**config.mk**
```make
export PLATFORM = sky130hd
export DESIGN_NAME = fft_bitrev_loader
export DESIGN_NICKNAME = d
export VERILOG_FILES = /design/src/rtl/fft_bitrev_loader.sv
export SDC_FILE = /design/constraint.sdc
export NUM_CORES = 1
export LEC_CHECK = 0
export CAP_MARGIN = 10
export CORE_MARGIN = 3
export CORE_UTILIZATION = 34
export DETAILED_ROUTE_END_ITERATION = 16
export PLACE_DENSITY = 0.85
export SLEW_MARGIN = 20
export SYNTH_ARGS = -nofsm -noshare
export SYNTH_HDL_FRONTEND = slang
export SYNTH_SLANG_ARGS = --single-unit
```
**constraint.sdc**
```tcl
create_clock -name clk -period 2.5 [get_ports clk]
set_clock_uncertainty 0.15 [all_clocks]
set_input_delay 0.75 -clock clk [delete_from_list [all_inputs] [get_ports clk]]
set_output_delay 0.75 -clock clk [all_outputs]
set_load 0.05 [all_outputs]
```
**src/rtl/fft_bitrev_loader.sv**
```systemverilog
// FFT input loader: writes time-ordered samples into a ping-pong buffer
// at bit-reversed addresses, then commits the filled bank downstream.
module fft_bitrev_loader #(
  parameter int DataWidth    = 32,
  parameter int LogN         = 5,
  parameter int AddressWidth = 10
) (
  input  logic                    clk,
  input  logic                    reset,
  input  logic [DataWidth-1:0]    in_data,
  input  logic                    in_valid,
  output logic                    in_ready,
  input  logic                    in_last,
  output logic                    buf_ce,
  output logic                    buf_write,
  input  logic                    buf_full_n,
  output logic                    buf_ce0,
  output logic                    buf_we0,
  output logic [AddressWidth-1:0] buf_address0,
  output logic [DataWidth-1:0]    buf_d0,
  output logic [15:0]             frame_count,
  output logic                    err_last
);

  typedef enum logic [1:0] {
    IDLE,
    LOAD,
    COMMIT
  } state_t;

  state_t          state;
  state_t          state_nxt;
  logic [LogN-1:0] idx;
  logic [LogN-1:0] idx_rev;
  logic            accept;
  logic            idx_last;
  logic            commit_done;

  assign accept      = in_valid & in_ready;
  assign idx_last    = &idx;
  assign commit_done = (state == COMMIT) & buf_full_n;

  always_ff @(posedge clk) begin
    if (reset) state <= IDLE;
    else       state <= state_nxt;
  end

  always_comb begin
    state_nxt = state;
    unique case (state)
      IDLE:    if (buf_full_n) state_nxt = LOAD;
      LOAD:    if (accept && idx_last) state_nxt = COMMIT;
      COMMIT:  if (buf_full_n) state_nxt = IDLE;
      default: state_nxt = IDLE;
    endcase
  end

  always_comb begin
    in_ready  = (state == LOAD);
    buf_ce    = (state == COMMIT);
    buf_write = (state == COMMIT);
  end

  always_comb begin
    idx_rev = '0;
    for (int i = 0; i < LogN; i++)
      idx_rev[i] = idx[LogN-1-i];
  end

  assign buf_ce0      = accept;
  assign buf_we0      = accept;
  assign buf_address0 = AddressWidth'(idx_rev);
  assign buf_d0       = in_data;

  // idx wraps naturally to 0 after N-1 since N = 2^LogN
  always_ff @(posedge clk) begin
    if (reset) begin
      idx         <= '0;
      frame_count <= '0;
      err_last    <= 1'b0;
    end else begin
      if (accept) begin
        idx <= idx + 1'b1;
        if (in_last != idx_last) err_last <= 1'b1;
      end
      if (commit_done) frame_count <= frame_count + 16'd1;
    end
  end

endmodule

```
==> out/results.tsv, run 1 <==
metric	value	unit
track_usage	10.1	%
viasPerCell	4.79	
die-width	69.6	um
timing.final.hold_violations	0	
gp_congestion	0.786	
fill_cells	381	
avgSynthCellArea	8.55	um^2
ys_async_sr_fraction	0	%
switchingPower	0.178	mW
irDropWorstVdd	0.247	mV
start_util	36.5	%
remaining_drc_errors	0	
path_cells	clkdlybuf4s50_1, nand3b_4, or3_4, or4_1, a21oi_1	
cts-buffers-inserted	3	
synth_compound_area_share	7.09	%
synthAdderAreaFrac	2.73	%
drive_gt1_share	13.7	%
switching_share	22.1	%
grt_pass1_vias	917	
ant_nets	0	
endpoint_kind	register	
grt_pass1_wl	4.15	mm
root_buffer	clkbuf_8	
antenna_found_initial	0	
maxSlewViolCount	0	
seq_area_frac_synth	34.9	%
netlist-cell-type-count	30	
placed_area	1510	um^2
crit_slowest_cell	clkdlybuf4s50_1	
fmax	0.410	GHz
design_area	1590	um^2
status	finished clean	
core_area	3770	um^2
boundaryPins	101	
regArea	480	um^2
crit_family	simple AND/OR/NAND/NOR gates	
crit_path_start_kind	input port	
postSynthCellCount	161	
cts.path.max_buffers	2	
diodes	0	
drt_iter0_drc	38	
synthMuxAreaShare	1.45	%
seqPwrFrac	48.6	%
port-buffer-count	31	
min_period	2.44	ns
synthSimpleGateAreaFrac	22.5	%
ys_warn_count	0	
powerDensity	506	nW/um^2
p_int	0.624	mW
synth_xor_area_share	7.64	%
rsz0062_at_grt	false	
wirelength	2.57	mm
critical_path_class	in2reg	
dp.final_hpwl	1.91	mm
synth_edf_count	0	
yosys_register_bits	24	
hp-class	reg2reg	
setup_viol_count_final	0	
critPathArrivalTime	2.49	ns
leakagePower	0.605	nW
htreeDepth	1	
cap_violations	0	
critical_path_buf_inv_count	1	
synth-main-ff-cell	dfxtp_1	
tightest_slew	0.503	ns
synth_top_family_by_area	buffers and inverters	
finalCritPeriodShare	97.4	%
cts_tree	done	
vias	1001	
path_clk_slew	0.09	ns
syn2layout_area_growth	15.2	%
worst-endpoint-required	2.56	ns
firstDrtPassIters	3	
final_common_cell	dfxtp_1	
num_rows	22	
dieHeight	69.6	um
syn-cell-area	1380	um^2
die-area	4850	um^2
combPwrFrac	9.5	%
wl_per_cell	12.3	um
clock_power_share	41.9	%
slew-limit-headroom	66.4	%
multi_input_area	594	um^2
cts_sinks	24	
layout.nets	202	
max_stage_delay	0.56	ns
cts_setup_buffers	0	
critPathMaxFanout	9	
whs	0.335	ns
grt_max_degree	25	
clock_latency	0.27	ns
grt-ovfl-total	0	
mostFrequentLayoutCells	24 x dfxtp_1, 20 x clkdlybuf4s50_1, 14 x nor2_1	
-- cell usage after synthesis (all sizes together), types with 2 or more instances --
master	instances	share of area (%)
a21oi	10	3.6
and3	3	1.4
and3b	2	1.4
buf	41	22
clkbuf	3	0.82
dfxtp	24	35
ha	3	2.7
inv	2	0.55
mux2i	2	1.5
nand2	9	2.5
nand3	4	1.5
nand4	6	2.7
nor2	14	3.8
o21ai	5	1.8
o31ai	3	1.6
or3	6	2.7
or4	3	1.6
xnor2	3	1.9
xor2	9	5.7
-- per-stage QoR --
stage                     cells  power (mW)  util [%]  worst slack [ns]  setup TNS, ns
after floorplan             165       0.593         -            0.0469              0
after global placement      205       0.475      40.0            -0.241         -0.838
after detailed placement    205       0.476      40.0            -0.285          -1.09
after CTS                   209       0.812      42.0            0.0485              0
after global routing        209       0.827      42.0            0.0235              0
final                       209       0.802      42.0            0.0638              0
-- cell families (layout without fill, tap and decap cells) --
family / count (synthesis) / in the layout
compound gates: 18 / 18
fa+ha+maj: 3 / 3
buf+inv: 46 / 42
other cells: 1 / 5
simple gates: 55 / 55
mux: 2 / 2
xor+xnor: 12 / 12
flops: 24 / 24
-- sequential cells by signal, summed over array words and instances, names as in the netlist --
name / flops
err_last: 1
frame_count: 16
idx: 5
state: 2
-- routing by layer --
metal / up-vias / part of all wire (%) / routed length [um] / GRT usage (%)
met2: 27 / 48 / 1240 / 16.8
met3: 4 / 5.1 / 132 / 2.90
met5: - / 0 / 0 / 0
met4: 0 / 0.74 / 19 / 3.40
met1: 468 / 46 / 1180 / 12.6
li1: 502 / - / - / -
-- path summary, 6_finish.rpt --
kind | start | end | slack [ns] | cells past startpoint
worst max register to register | frame_count[5] | frame_count[15] | 0.59 | 4
worst max-delay path | buf_full_n | frame_count[11] | 0.06 | 5
worst min-delay path | err_last | err_last | 0.34 | 2
worst min register to register | err_last | err_last | 0.34 | 2
-- power groups by stage --
stage | combinational (mW) | sequential [mW] | clock [mW]
floorplan | 0.187 | 0.406 | 0
global placement | 0.0762 | 0.399 | 0
detailed placement | 0.0773 | 0.399 | 0
CTS | 0.0767 | 0.390 | 0.345
global route | 0.0794 | 0.391 | 0.357
finish | 0.0763 | 0.390 | 0.336
-- layout make-up --
type                       instances  share of cell area (%)
clock inverter                     1                    1.89
sequential                        24                    30.3
multi-input combinational         95                    37.5
timing repair buffer              36                    23.4
inverter                           2                   0.474
clock buffer                       3                    2.60
tap                               48                    3.79
-- timing repair --
action	CTS	global route
endpoints found under the setup margin	3	0
hold buffers	0	0
resized for setup	2	0
-- worst register-to-register path, delay by kind of cell (launching register included) --
family	cells	cell delay, ns
compound gates	1	0.14
simple gates	3	1.09
flops	1	0.47
Power figures use the tool's default switching activity.
==> run 2, diff against run 1 <==
--- a/config.mk
+++ b/config.mk
@@ -6,7 +6,7 @@
 export NUM_CORES = 1
 export LEC_CHECK = 0
 export CAP_MARGIN = 10
-export CORE_MARGIN = 3
+export CORE_MARGIN = 5
 export CORE_UTILIZATION = 34
 export DETAILED_ROUTE_END_ITERATION = 16
 export PLACE_DENSITY = 0.85
==> run 2 against run 1 <==
  * Combinational power grew 0.9%
  * Flip-flop and latch count stayed put
  * Worst setup slack better by 0.029 ns
  * Critical endpoint is now frame_count[11]
  * Register-to-register slack better by 0.03 ns
==> out/results.tsv, run 2 (synthesis results as in run 1) <==
metric	value	unit	change
status	finished clean		
port-buffer-count	31		unchanged
clock_latency	0.26	ns	about the same
crit_slowest_cell	clkdlybuf4s50_1		
powerDensity	462	nW/um^2	-8.6%
drive_gt1_share	14.2	%	+0.53 points
cts_sinks	24		unchanged
regArea	480	um^2	unchanged
crit_family	buffers and inverters		
slew-limit-headroom	66.2	%	-0.17 points
fmax	0.415	GHz	+1.2%
setup.worst_path.start	frame_count[11]		
critical_path_class	reg2out		
rsz0062_at_grt	false		
grt_max_degree	25		unchanged
largest_reg_flops	16		unchanged
antenna_found_initial	0		unchanged
cts.path.max_buffers	2		unchanged
tightest_slew	0.506	ns	+0.00248 ns
die-width	73.6	um	+5.7%
core_area	3970	um^2	+5.3%
top_register	frame_count		
boundaryPins	101		unchanged
root_buffer	clkbuf_8		
start_util	34.7	%	-1.8 points
crit_path_start_kind	register		
cap_violations	0		unchanged
endpoint_kind	output pin		
critPathArrivalTime	1.51	ns	-0.98 ns
wl_per_cell	12.1	um	-1.6%
htreeDepth	1		unchanged
worst-endpoint-required	1.60	ns	-0.96 ns
hold_buffers	0		unchanged
diodes	0		unchanged
num_rows	23		+4.5%
drt_iter0_drc	40		+5.3%
firstDrtPassIters	4		+1
reg2reg_from	state[1]		
dieHeight	73.6	um	+5.7%
min_period	2.41	ns	-0.0290 ns
leakagePower	0.609	nW	+0.78%
gp_congestion	0.782		-0.45%
cts_setup_buffers	0		unchanged
path_cells	clkdlybuf4s50_1		
syn2layout_area_growth	13.5	%	
die-area	5420	um^2	+12%
viasPerCell	4.67		-2.4%
cts_tree	done		
layout.nets	203		+0.50%
path_clk_slew	0.08	ns	about the same
setup_viol_count_final	0		unchanged
mostFrequentLayoutCells	24 x dfxtp_1, 18 x clkdlybuf4s50_1, 14 x nor2_1, 14 x buf_4, 10 x a21oi_1		
min_from	frame_count[15]		
cts-buffers-inserted	3		unchanged
maxSlewViolCount	0		unchanged
dp.final_hpwl	1.97	mm	+2.8%
multi_input_area	589	um^2	-0.84%
grt_pass1_wl	4.46	mm	+7.5%
final_common_cell	dfxtp_1		
track_usage	10.2	%	+0.087 points
largest_registers	frame_count: 16 flops, idx: 5 flops, state: 2 flops		
fin_tns_setup	0	ns	unchanged
critPathMaxFanout	5		-4
timing.final.hold_violations	0		unchanged
max_stage_delay	0.84	ns	+0.28 ns
vias	991		-1.0%
whs	0.337	ns	+0.00190 ns
grt_pass1_vias	981		+7.0%
critical_path_buf_inv_count	1		unchanged
ant_nets	0		unchanged
finalCritPeriodShare	96.3	%	-1.2 points
grt-ovfl-total	0		unchanged
wirelength	2.57	mm	-0.16%
hp-class	reg2reg		
irDropWorstVdd	0.319	mV	+29%
remaining_drc_errors	0		unchanged
fill_cells	416		+9.2%
[run 2: cell count changes in the layout (fill, tap and decap cells not counted)]
| cell | previous run | this run |
|---|---|---|
| dlymetal6s2s_1 | 0 | 1 |
| or3_4 | 1 | 0 |
| or3_1 | 5 | 6 |
| buf_12 | 4 | 3 |
| bufinv_16 | 1 | 0 |
| clkbuf_8 | 3 | 4 |
| clkdlybuf4s50_1 | 20 | 18 |
| buf_4 | 11 | 14 |
[run 2: final cells by class]
class	count	area share, %
inverters	2	0.481
well taps	50	4.01
flip-flops and latches	24	30.8
repair buffers	37	23.5
multi-input cells	95	37.7
clock buffers	4	3.53
[run 2: report_power, final]
part / internal, mW / total [mW] / leakage, nW / switching (mW)
clock network: 0.140 / 0.255 / 0.0288 / 0.115
logic: 0.0258 / 0.0770 / 0.387 / 0.0512
registers: 0.385 / 0.390 / 0.194 / 0.00431
[run 2: worst paths after layout]
path / cells after the start / to / slack [ns]
max: 1 / frame_count[11] / 0.09
min: 2 / frame_count[15] / 0.34
max reg2reg: 4 / frame_count[11] / 0.62
min reg2reg: 2 / frame_count[15] / 0.34
[run 2: routing by layer]
layer  GRT usage, %  routed length (um)  up-vias
met5              0                   0        -
met2           16.6                1230       32
met3           4.51                 200        2
met1           12.0                1120      454
met4           3.22                  23        0
li1               -                   -      503
[run 2: worst reg2reg max path: stages, from the launching register on]
cell and delay (ns):
dfxtp_1 0.47, nand3b_4 0.10, or3_1 0.43, or4_1 0.53
a21oi_1 0.15
[run 2: repair_timing]
action,CTS,global route
gates cloned,0,0
setup endpoints to repair,2,3
pin swaps,0,0
resized for setup,1,1
[run 2: metrics by stage]
stage	instances	worst slack, ns	total power, mW	util [%]	area (um^2)
6_report	212	0.0927	0.722	39.3	1560
5_1_grt	212	0.0382	0.747	39.3	1560
4_1_cts	212	0.0493	0.734	39.3	1560
3_5_place_dp	208	-0.229	0.477	37.9	1510
3_3_place_gp	208	-0.198	0.476	37.9	1510
2_1_floorplan	165	0.0469	0.593	-	1390
==> run 3, diff against run 2 <==
--- a/config.mk
+++ b/config.mk
@@ -10,6 +10,7 @@
 export CORE_UTILIZATION = 34
 export DETAILED_ROUTE_END_ITERATION = 16
 export PLACE_DENSITY = 0.85
+export REMOVE_ABC_BUFFERS = 1
 export SLEW_MARGIN = 20
 export SYNTH_ARGS = -nofsm -noshare
 export SYNTH_HDL_FRONTEND = slang
==> run 3 against run 2 <==
  * Power up 12%
  * Global-route usage up 4.5 points
  * Sequential share of layout area about the same
  * Critical endpoint is now frame_count[11]
  * Largest cell class unchanged
==> out/results.tsv, run 3 (synthesis results as in run 1) <==
metric	value	unit	change
largest_reg_flops	16		unchanged
min_period	2.42	ns	+0.00846 ns
top_register	frame_count		
min_from	frame_count[15]		
grt_pass1_wl	5.82	mm	+30%
layout.nets	202		-0.49%
drt_iter0_drc	16		-60%
cts_tree	done		
boundaryPins	101		unchanged
firstDrtPassIters	2		-2
tightest_slew	0.516	ns	+0.0106 ns
endpoint_kind	register		
worst-endpoint-required	2.56	ns	+0.96 ns
timing.final.hold_violations	0		unchanged
track_usage	14.7	%	+4.5 points
dp.final_hpwl	3.04	mm	+55%
core_area	3970	um^2	unchanged
status	finished clean		
die-area	5420	um^2	unchanged
cts_sinks	24		unchanged
r2r_cells	4		unchanged
r2r_end	frame_count[15]		
seqPwrFrac	48.3	%	-5.7 points
irDropWorstVdd	0.228	mV	-29%
antenna_found_initial	0		unchanged
die-width	73.6	um	unchanged
cap_violations	0		unchanged
critPathMaxFanout	9		+4
grt_max_degree	25		unchanged
start_util	34.7	%	unchanged
switching_share	22.5	%	-1.1 points
design_area	1560	um^2	about the same
syn2layout_area_growth	13.4	%	about the same
critPathArrivalTime	2.47	ns	+0.96 ns
wirelength	3.88	mm	+51%
grt_pass1_vias	1054		+7.4%
placed_area	1490	um^2	-1.3%
path_clk_slew	0.09	ns	about the same
mostFrequentLayoutCells	24 x dfxtp_1, 19 x clkdlybuf4s50_1, 14 x nor2_1, 14 x buf_4, 10 x a21oi_1		
root_buffer	clkbuf_8		
fmax	0.414	GHz	-0.35%
finalCritPeriodShare	96.6	%	+0.34 points
cts_setup_buffers	0		unchanged
ctsResizeCount	2		+1
dieHeight	73.6	um	unchanged
htreeDepth	1		unchanged
p_int	0.625	mW	+13%
reg2reg_from	frame_count[5]		
critical_path_class	in2reg		
cts.path.max_buffers	2		unchanged
wl_per_cell	18.4	um	+52%
maxSlewViolCount	0		unchanged
ant_nets	0		unchanged
hp-class	reg2reg		
final_common_cell	dfxtp_1		
largest_registers	frame_count: 16 flops, idx: 5 flops, state: 2 flops		
switchingPower	0.182	mW	+6.5%
clock_power_share	42.1	%	+6.7 points
gp_congestion	0.749		-4.2%
port-buffer-count	31		unchanged
setup_viol_count_final	0		unchanged
grt-ovfl-total	0		unchanged
powerDensity	517	nW/um^2	+12%
leakagePower	0.602	nW	-1.2%
holdPathStages	2		unchanged
slew-limit-headroom	65.5	%	-0.71 points
drive_gt1_share	14.3	%	+0.088 points
fin_util	39.3	%	about the same
hold_buffers	0		unchanged
rsz0062_at_grt	false		
rrSetupSlack	0.57	ns	-0.05 ns
combPwrFrac	9.6	%	-1.1 points
vias	1082		+9.2%
num_rows	23		unchanged
viasPerCell	5.13		+9.7%
clock_latency	0.27	ns	about the same
whs_endpoint	frame_count[15]		
cts-buffers-inserted	3		unchanged
remaining_drc_errors	0		unchanged
crit_path_start_kind	input port		
diodes	0		unchanged
-- run 3: changes by cell type in the layout (fill, tap and decap cells not counted) --
| cell | before | now |
|---|---|---|
| or3_4 | 0 | 1 |
| dlymetal6s2s_1 | 1 | 0 |
| clkbuf_8 | 4 | 3 |
| buf_12 | 3 | 2 |
| or3_1 | 6 | 5 |
| clkdlybuf4s50_1 | 18 | 19 |
| bufinv_16 | 0 | 1 |
-- run 3: power groups by stage --
stage / combinational (mW) / sequential, mW / clock, mW
floorplan: 0.0371 / 0.406 / 0
detailed placement: 0.0783 / 0.399 / 0
global placement: 0.0773 / 0.398 / 0
finish: 0.0777 / 0.390 / 0.340
global route: 0.0819 / 0.391 / 0.369
CTS: 0.0780 / 0.390 / 0.348
-- run 3: layer usage --
metal / track usage (%) / vias to the layer above / share of wire (%)
li1: - / 501 / -
met1: 18.5 / 515 / 42
met2: 17.0 / 60 / 38
met3: 14.4 / 4 / 18
met4: 2.21 / 2 / 0.64
met5: 11.1 / - / 1.5
-- run 3: area by class of cell --
type / count / area (um^2)
Fill cell: 407 / 2410
Multi-Input combinational cell: 95 / 594
Sequential cell: 24 / 480
Timing Repair Buffer: 36 / 344
Tap cell: 50 / 62.6
Clock buffer: 3 / 41.3
Clock inverter: 1 / 30.0
Inverter: 2 / 7.51
-- run 3: worst max-delay path by stage --
stage | start | to | slack (ns) | cells past startpoint
3_3_place_gp | buf_full_n | frame_count[11] | -0.25 | 5
2_1_floorplan | state[1] | buf_ce | -0.22 | 1
3_5_place_dp | buf_full_n | frame_count[11] | -0.28 | 5
6_report | buf_full_n | frame_count[11] | 0.08 | 5
5_1_grt | frame_count[1] | frame_count[1] | 0.02 | 1
4_1_cts | buf_full_n | frame_count[11] | 0.08 | 5
-- run 3: per-stage QoR --
stage / instances / setup TNS, ns / worst slack [ns] / hold WS, ns / total power [mW]
detailed placement: 207 / -0.998 / -0.284 / 0.339 / 0.477
finish: 211 / 0 / 0.0843 / 0.342 / 0.807
CTS: 211 / 0 / 0.0800 / 0.350 / 0.816
global route: 211 / 0 / 0.0209 / 0.394 / 0.842
floorplan: 121 / -0.434 / -0.217 / 0.368 / 0.443
global placement: 207 / -0.812 / -0.253 / 0.299 / 0.476
-- run 3: worst max-delay path: stages --
cell and delay (ns):
clkdlybuf4s50_1 0.56, nand3b_4 0.09, or3_4 0.42, or4_1 0.51, a21oi_1 0.14
